$ cat src/rtl/problema1_oci_dct_pkg.sv
// Shared constants and types for the OCI data-trace (DCT) packer.
// Fragment/frame geometry, FSM state encoding and the frame bundle.
package problema1_oci_dct_pkg;

  localparam int FRAG_W = 2;
  localparam int NFRAG  = 15;
  localparam int BUF_W  = FRAG_W * NFRAG;
  localparam int CNT_W  = 4;

  typedef enum logic [1:0] {
    ST_RUN,
    ST_DRAIN,
    ST_DONE
  } dct_state_e;

  typedef struct packed {
    logic [CNT_W-1:0] cnt;
    logic [BUF_W-1:0] data;
  } dct_frame_t;

endpackage

$ cat src/rtl/problema1_oci_dct_frame_slot.sv
// Single-entry valid/ready holding register for one packed frame.
// Ports: clk, reset, load/din (write), ready (consume), valid/dout.
module problema1_oci_dct_frame_slot
  import problema1_oci_dct_pkg::*;
#(
  parameter int W = BUF_W + CNT_W
) (
  input  logic         clk,
  input  logic         reset,
  input  logic         load,
  input  logic [W-1:0] din,
  input  logic         ready,
  output logic         valid,
  output logic [W-1:0] dout
);

  // load wins over consume: the caller only loads when the slot
  // is empty or being consumed on the same edge.
  always_ff @(posedge clk or posedge reset) begin
    if (reset) begin
      valid <= 1'b0;
      dout  <= '0;
    end else if (load) begin
      valid <= 1'b1;
      dout  <= din;
    end else if (valid && ready) begin
      valid <= 1'b0;
    end
  end

endmodule

$ cat src/rtl/problema1_nios2_qsys_0_oci_dct_packer.sv
// Packs 2-bit trace fragments into 30-bit frames with flush/drain.
// Ports: frag_* in, dct_* out (valid/ready), flush, test_ending/has_ended.
module problema1_nios2_qsys_0_oci_dct_packer
  import problema1_oci_dct_pkg::*;
(
  input  logic              clk,
  input  logic              reset,
  input  logic              frag_valid,
  input  logic [FRAG_W-1:0] frag_data,
  output logic              frag_ready,
  input  logic              flush,
  output logic [BUF_W-1:0]  dct_buffer,
  output logic [CNT_W-1:0]  dct_count,
  output logic              dct_valid,
  input  logic              dct_ready,
  input  logic              test_ending,
  output logic              test_has_ended
);

  localparam logic [CNT_W-1:0] FULL = CNT_W'(NFRAG);

  dct_state_e       state;
  logic [BUF_W-1:0] acc;
  logic [BUF_W-1:0] acc_n;
  logic [CNT_W-1:0] acc_cnt;
  logic [CNT_W-1:0] cnt_n;
  logic             flush_pend;
  logic             pend_n;
  logic             accept;
  logic             close;
  logic             xfer;
  logic [BUF_W-1:0] frag_ext;
  dct_frame_t       frame_in;
  dct_frame_t       frame_out;

  assign frag_ready = (state == ST_RUN) && (acc_cnt < FULL);
  assign accept     = frag_valid && frag_ready;
  assign close      = (acc_cnt == FULL) ||
                      ((flush_pend || state == ST_DRAIN) &&
                       (acc_cnt != '0));
  assign xfer       = close && (!dct_valid || dct_ready);
  assign frag_ext   = BUF_W'(frag_data);

  // Transfer empties the accumulator first, so a fragment taken on
  // the same edge lands at slot 0 of the following frame.
  always_comb begin
    acc_n = acc;
    cnt_n = acc_cnt;
    if (xfer) begin
      acc_n = '0;
      cnt_n = '0;
    end
    if (accept) begin
      acc_n = acc_n | (frag_ext << (FRAG_W * int'(cnt_n)));
      cnt_n = cnt_n + CNT_W'(1);
    end
  end

  // A pending flush never survives into an empty accumulator.
  always_comb begin
    pend_n = xfer ? flush : (flush_pend | flush);
    if (cnt_n == '0) begin
      pend_n = 1'b0;
    end
  end

  always_ff @(posedge clk or posedge reset) begin
    if (reset) begin
      acc        <= '0;
      acc_cnt    <= '0;
      flush_pend <= 1'b0;
    end else begin
      acc        <= acc_n;
      acc_cnt    <= cnt_n;
      flush_pend <= pend_n;
    end
  end

  always_ff @(posedge clk or posedge reset) begin
    if (reset) begin
      state          <= ST_RUN;
      test_has_ended <= 1'b0;
    end else begin
      case (state)
        ST_RUN: begin
          if (test_ending) begin
            state <= ST_DRAIN;
          end
        end
        ST_DRAIN: begin
          if (acc_cnt == '0 && !dct_valid) begin
            state          <= ST_DONE;
            test_has_ended <= 1'b1;
          end
        end
        ST_DONE: begin
          test_has_ended <= 1'b1;
        end
        default: begin
          state <= ST_RUN;
        end
      endcase
    end
  end

  assign frame_in.cnt  = acc_cnt;
  assign frame_in.data = acc;

  problema1_oci_dct_frame_slot #(
    .W (BUF_W + CNT_W)
  ) u_slot (
    .clk   (clk),
    .reset (reset),
    .load  (xfer),
    .din   (frame_in),
    .ready (dct_ready),
    .valid (dct_valid),
    .dout  (frame_out)
  );

  assign dct_buffer = frame_out.data;
  assign dct_count  = frame_out.cnt;

endmodule

$ cat config.mk
export PLATFORM = sky130hd
export DESIGN_NAME = problema1_nios2_qsys_0_oci_dct_packer
export DESIGN_NICKNAME = d
export VERILOG_FILES = /design/src/rtl/problema1_oci_dct_pkg.sv /design/src/rtl/problema1_oci_dct_frame_slot.sv /design/src/rtl/problema1_nios2_qsys_0_oci_dct_packer.sv
export SDC_FILE = /design/constraint.sdc
export NUM_CORES = 1
export LEC_CHECK = 0
export BUFFER_PORTS_ARGS = -buffer_cell sky130_fd_sc_hd__buf_2
export CAP_MARGIN = 5
export CORE_MARGIN = 10
export CORE_UTILIZATION = 25
export DETAILED_ROUTE_END_ITERATION = 8
export GPL_TIMING_DRIVEN = 1
export MAX_ROUTING_LAYER = met4
export PLACE_DENSITY = 0.38
export RECOVER_POWER = 25
export SETUP_SLACK_MARGIN = 0.15
export SKIP_CTS_REPAIR_TIMING = 1
export SLEW_MARGIN = 10
export SYNTH_ARGS = -nofsm -noshare
export SYNTH_HDL_FRONTEND = slang
export SYNTH_SLANG_ARGS = --single-unit
export TNS_END_PERCENT = 100
$ cat constraint.sdc
create_clock -name clk -period 2.82 [get_ports clk]
set_input_delay 0.705 -clock clk [delete_from_list [all_inputs] [get_ports clk]]
set_output_delay 0.705 -clock clk [all_outputs]
set_load 0.05 [all_outputs]
# After elaboration in Yosys (flattened, before gate mapping)
# Cells that the tools add are included.
# word_totals
register_bits	73
in_bits	8
out_inout_bits	37
# classes
n_addsub	1
magnitude_cmp	1
eq_ne	5
shift	1
n_mux	13
bitwise	3
reduce_logical	18
# ops
cell	count
2-to-1 mux 30 bit	2
OR 30 bit	1
<< shifter 2 x 5 -> 30 bit	1
zero test 4 bit	2
2-to-1 mux 4 bit	2
logical AND 1 bit	6
case mux 2 bit (3 select lines)	1
2-to-1 mux 1 bit	5
adder 4 x 1 -> 4 bit (second input constant)	1
== test 4 bit (second input constant)	1
< comparator 4 bit (second input constant)	1
2-to-1 mux 2 bit	2
nonzero test 2 bit	2
nonzero test 4 bit	1
logical OR 1 bit	3
AND reduction 3 bit	1
== test 2 x 1 -> 1 bit (second input constant)	1
== test 2 bit (second input constant)	1
zero test 2 bit	1
inequality test 2 x 1 -> 1 bit (second input constant)	1
inequality test 2 bit (second input constant)	1
case mux 1 bit (2 select lines)	1
AND reduction 2 bit	1
zero test 1 bit	1
other kinds (2)	2

# Longest topological paths before layout
# logic_depth
word_depth	10
mapped_depth	11
depth_no_buf	9

# By module
# From an unflattened synthesis, not the netlist that was laid out.
# unflattened
cells_unflattened	247
area_unflattened_um2	3133.0
# modules_own_cells
mod	n_inst	cells_per_inst	area_per_inst_um2
problema1_nios2_qsys_0_oci_dct_packer	1	171	1679.1
problema1_oci_dct_frame_slot	1	76	1453.9

# Least setup slack after synthesis
# Ideal clock, no wire load.
# synth_timing
path_kind	reg2out
startpoint	register acc_cnt[2]
endpoint	output port frag_ready
arrival_ns	1.783
t_required_ns	2.115
setup_slack_ns	0.332
path_stages_with_launch	4
path_cell_list	dfrtp_1 buf_4 nand4_2 nor3b_1
# synth_via
elab_chain_len	2
# synth_rtl
item	line	rtl
start: declaration	problema1_nios2_qsys_0_oci_dct_packer.sv:25	logic [CNT_W-1:0] acc_cnt;
start signal: assignment	problema1_nios2_qsys_0_oci_dct_packer.sv:74	acc_cnt <= cnt_n;
< comparator 4 bit	problema1_nios2_qsys_0_oci_dct_packer.sv:36	assign frag_ready = (state == ST_RUN) && (acc_cnt < FULL);
logical AND 1 bit	problema1_nios2_qsys_0_oci_dct_packer.sv:36	
end: declaration	problema1_nios2_qsys_0_oci_dct_packer.sv:10	output logic frag_ready,
# No other way between the ends.

# Worst setup path after layout
# layout_timing
startpoint	register acc_cnt[2]
endpoint	register flush_pend
# layout_via
elab_chain_len	9
word_cells_on_any_way	14
# layout_rtl
item	line	rtl
nonzero test 4 bit	problema1_nios2_qsys_0_oci_dct_packer.sv:40	(acc_cnt != '0));
logical AND 1 bit	problema1_nios2_qsys_0_oci_dct_packer.sv:39	((flush_pend || state == ST_DRAIN) &&
logical OR 1 bit	problema1_nios2_qsys_0_oci_dct_packer.sv:38	assign close = (acc_cnt == FULL) ||
logical AND 1 bit	problema1_nios2_qsys_0_oci_dct_packer.sv:41	assign xfer = close && (!dct_valid || dct_ready);
2-to-1 mux 4 bit	problema1_nios2_qsys_0_oci_dct_packer.sv:49	if (xfer) begin
adder 4 x 1 -> 4 bit	problema1_nios2_qsys_0_oci_dct_packer.sv:55	cnt_n = cnt_n + CNT_W'(1);
2-to-1 mux 4 bit	problema1_nios2_qsys_0_oci_dct_packer.sv:53	if (accept) begin
zero test 4 bit	problema1_nios2_qsys_0_oci_dct_packer.sv:62	if (cnt_n == '0) begin
2-to-1 mux 1 bit (*)	problema1_nios2_qsys_0_oci_dct_packer.sv:62	
via pend_n	problema1_nios2_qsys_0_oci_dct_packer.sv:28	logic pend_n;
end signal: assignment	problema1_nios2_qsys_0_oci_dct_packer.sv:75	flush_pend <= pend_n;
end: declaration	problema1_nios2_qsys_0_oci_dct_packer.sv:27	logic flush_pend;
# Mark *: on every way through the listed nets, which the timed path passes. The rest lies on a longest branch.
# A chain may end at the register's enable or synchronous reset.

==> results by group <==
Pwr
  – PD cells: 1060 nW/µm²
  – LEAKAGE: 2.06 nW
  – Total Power: 4.06 mW
  – Worst vdd ir: 0.611 mV

Global routing
  – All-Layer GR Usage: 10.4%
  – Vias in the first global route: 2485
  – Initial antenna violation count: 0
  – Largest net degree at the start of global routing: 47
  – First-pass GRT wire length: 13.2 mm
  – Grt total ovfl: 0

Status
  – Status: finished, final reports clean

Yosys
  – Seq/Total Area, Yosys: 60.1%
  – Syn nets: 320
  – Largest family of logic cells by synthesized area: simple AND/OR/NAND/NOR gates
  – Mux cell area share after synthesis: 0.700%
  – Synth Area in XOR/XNOR: 0.576%
  – Post-synth ARST share: 100%
  – Main synth FF type: dfrtp_1
  – Compound-Gate Fraction of Synth Area: 10.7%
  – Area share of fa/ha/maj cells after synthesis: 0.412%
  – Cell variety after synth: 40
  – #FFs+latches synth: 73
  – Synth Area in Simple Gates: 23.8%
  – Synth Instances: 311
  – Synth warn: 0
  – Mapped Area: 3040 µm²
  – Number of synthesized flops with an enable pin: 0
  – Post-synthesis average cell area: 9.77 µm²

Drt
  – Wire per inst: 15.3 µm
  – Initial DRC count: 183
  – Final wirelength: 7.86 mm
  – DR DRC count: 0
  – Drt via density: 4.50
  – Antenna Violating Nets Remaining: 0
  – Vias post-DR: 2306
  – DR pass1 iterations: 4

Clocking
  – CTS buffer count: 9
  – Clock sink count: 73
  – Clk slew on worst S/H paths: 60 ps
  – Clock Latency Late Sink: 340 ps
  – H-tree level count: 3
  – CTS tree: built
  – Root Driver: clkbuf_16
  – Clock Path Buffers: 2

STA
  – Final period util: 86.7%
  – Final Max Tran Viols: 0
  – Tightest Pin Transition: 1140 ps
  – Post-route minimum period: 2450 ps
  – Rel. slew slack: 24.2%
  – Final Hold Viols: 0
  – RSZ-0062 raised after global routing: false
  – Clk_skew: 7.85 ps
  – Final worst slack: 374 ps
  – Final number of setup-violating endpoints: 0
  – Fmax: 409 MHz
  – Setup TNS: 0 ps
  – Min Hold Slack: 467 ps

Critical path
  – Critical path endpoint category: flip-flop
  – Critical Path RT: 3030 ps
  – CP max stage delay: 490 ps
  – Worst Path Max Fanout: 11
  – CP Launch Type: flip-flop
  – Critical path's slowest cell: dfrtp_2
  – CP Cell Sequence: and3_1 > o31ai_4 > a21o_2 > and2_1 > ha_1 > nor3_1 > and3b_1 > o221ai_1 > o32ai_2
  – Reg2reg path depth: 9
  – WP data arrival: 2660 ps
  – Critical path class: reg2reg

Placement
  – GP Congestion: 0.736
  – DP Wirelength: 5.30 mm
  – Port bufs: 44
  – Pre-CTS setup slack: 304 ps

Worst hold path
  – Min-delay worst type: reg2reg
  – Hold depth: 2

Layout
  – Post-layout nets: 370
  – Layout cell share with drive strength beyond 1: 23.0%
  – Antenna cells: 0
  – Fin util: 32.1%
  – Area Growth Syn to Fin: 26.2%

Die
  – Core area: 12000 µm²
  – Die height: 130 µm
  – Die Wd: 130 µm
  – Die ar.: 17000 µm²
  – Initial core utilization: 25.4%
  – Rows: 40
  – I/O pin total: 45

Run
  – Max-Cap Viols: 0
==> per-layer routing <==
layer  wire length [µm]  GRT usage [%]
met1               3830           13.1
met2               3570           15.4
met3                288           2.27
met4                166           5.22
met5                  0              -
==> area by class of cell <==
type,count,area [µm²]
fillers,1286,8130
flip-flops and latches,73,1830
multi-input cells,217,1100
repair buffers,57,343
clock buffers,9,225
well taps,147,184
clock inverters,7,141
inverters,3,11.3
==> cells in the mapped netlist (2+ instances only) <==
| cell type | number | area [µm²] |
|---|---|---|
| nor2b_1 | 5 | 31.3 |
| nand2b_1 | 2 | 12.5 |
| buf_4 | 3 | 22.5 |
| nor2_1 | 35 | 131 |
| and3_1 | 3 | 18.8 |
| nand2_1 | 105 | 394 |
| dfrtp_1 | 73 | 1830 |
| inv_1 | 3 | 11.3 |
| nor3_1 | 2 | 10.0 |
| a22o_1 | 2 | 17.5 |
| a211oi_1 | 2 | 15.0 |
| a41oi_1 | 2 | 17.5 |
| and2_1 | 5 | 31.3 |
| clkbuf_1 | 4 | 15.0 |
| and3b_1 | 3 | 26.3 |
| a31oi_1 | 16 | 100 |
| a21oi_1 | 13 | 65.1 |
| buf_2 | 10 | 50.1 |
| o32ai_2 | 2 | 32.5 |
==> cell usage in the layout, fill, tap and decap left out, types with 2 or more instances in the layout <==
cell type / synthesis / final
buf_12: 0 / 2
a31oi_1: 16 / 16
bufinv_16: 0 / 4
a21oi_1: 13 / 13
a211oi_1: 2 / 2
nor3_1: 2 / 2
clkbuf_16: 0 / 9
nor2_1: 35 / 35
o32ai_2: 2 / 2
a22o_1: 2 / 2
and3b_1: 3 / 3
and3_1: 3 / 3
dfrtp_1: 73 / 72
nand2b_1: 2 / 2
and2_1: 5 / 5
nand2_1: 105 / 105
buf_4: 3 / 11
nor2b_1: 5 / 5
a41oi_1: 2 / 2
inv_1: 3 / 3
buf_2: 10 / 44
==> cell families after synthesis <==
logic type,after synthesis
mux,2
xor+xnor,2
compound gates,45
buf+inv,21
flops,73
fa+ha+maj,1
simple gates,167
==> where the power goes <==
part	leakage (nW)	internal, mW	switching (mW)
Clock	0.176	0.955	0.453
Combinational	0.885	0.384	0.944
Sequential	0.996	1.20	0.132
Total	2.06	2.54	1.53
==> worst paths after layout <==
| check | start | endpoint | slack (ps) |
|---|---|---|---|
| setup / recovery | acc_cnt[2] | flush_pend | 370 |
| hold / removal | u_slot.dout[8] | u_slot.dout[8] | 470 |
| setup reg to reg | acc_cnt[2] | flush_pend | 370 |
| hold reg to reg | u_slot.dout[8] | u_slot.dout[8] | 470 |
| max in group asynchronous | reset | acc_cnt[2] | 1320 |
| min in group asynchronous | reset | u_slot.dout[5] | 660 |
==> registers in the layout, summed over array words and instances, names as in the netlist <==
register,cells
acc,30
acc_cnt,4
flush_pend,1
state,2
test_has_ended,1
u_slot.dout,34
u_slot.valid,1
==> worst max-delay path, delay by kind of cell (launching register included) <==
| kind | cells | cell delay [ps] |
|---|---|---|
| and+or+nand+nor | 4 | 840 |
| AOI/OAI and AO/OA | 4 | 720 |
| DFF | 1 | 490 |
| adders and majority gates | 1 | 270 |
==> through the flow <==
stage / instances / cell area, µm²
floorplan: 311 / 3040
global placement: 495 / 3450
detailed placement: 495 / 3450
CTS: 511 / 3820
global route: 513 / 3830
finish: 513 / 3830
Note: power is estimated with default switching activity, not from simulation.
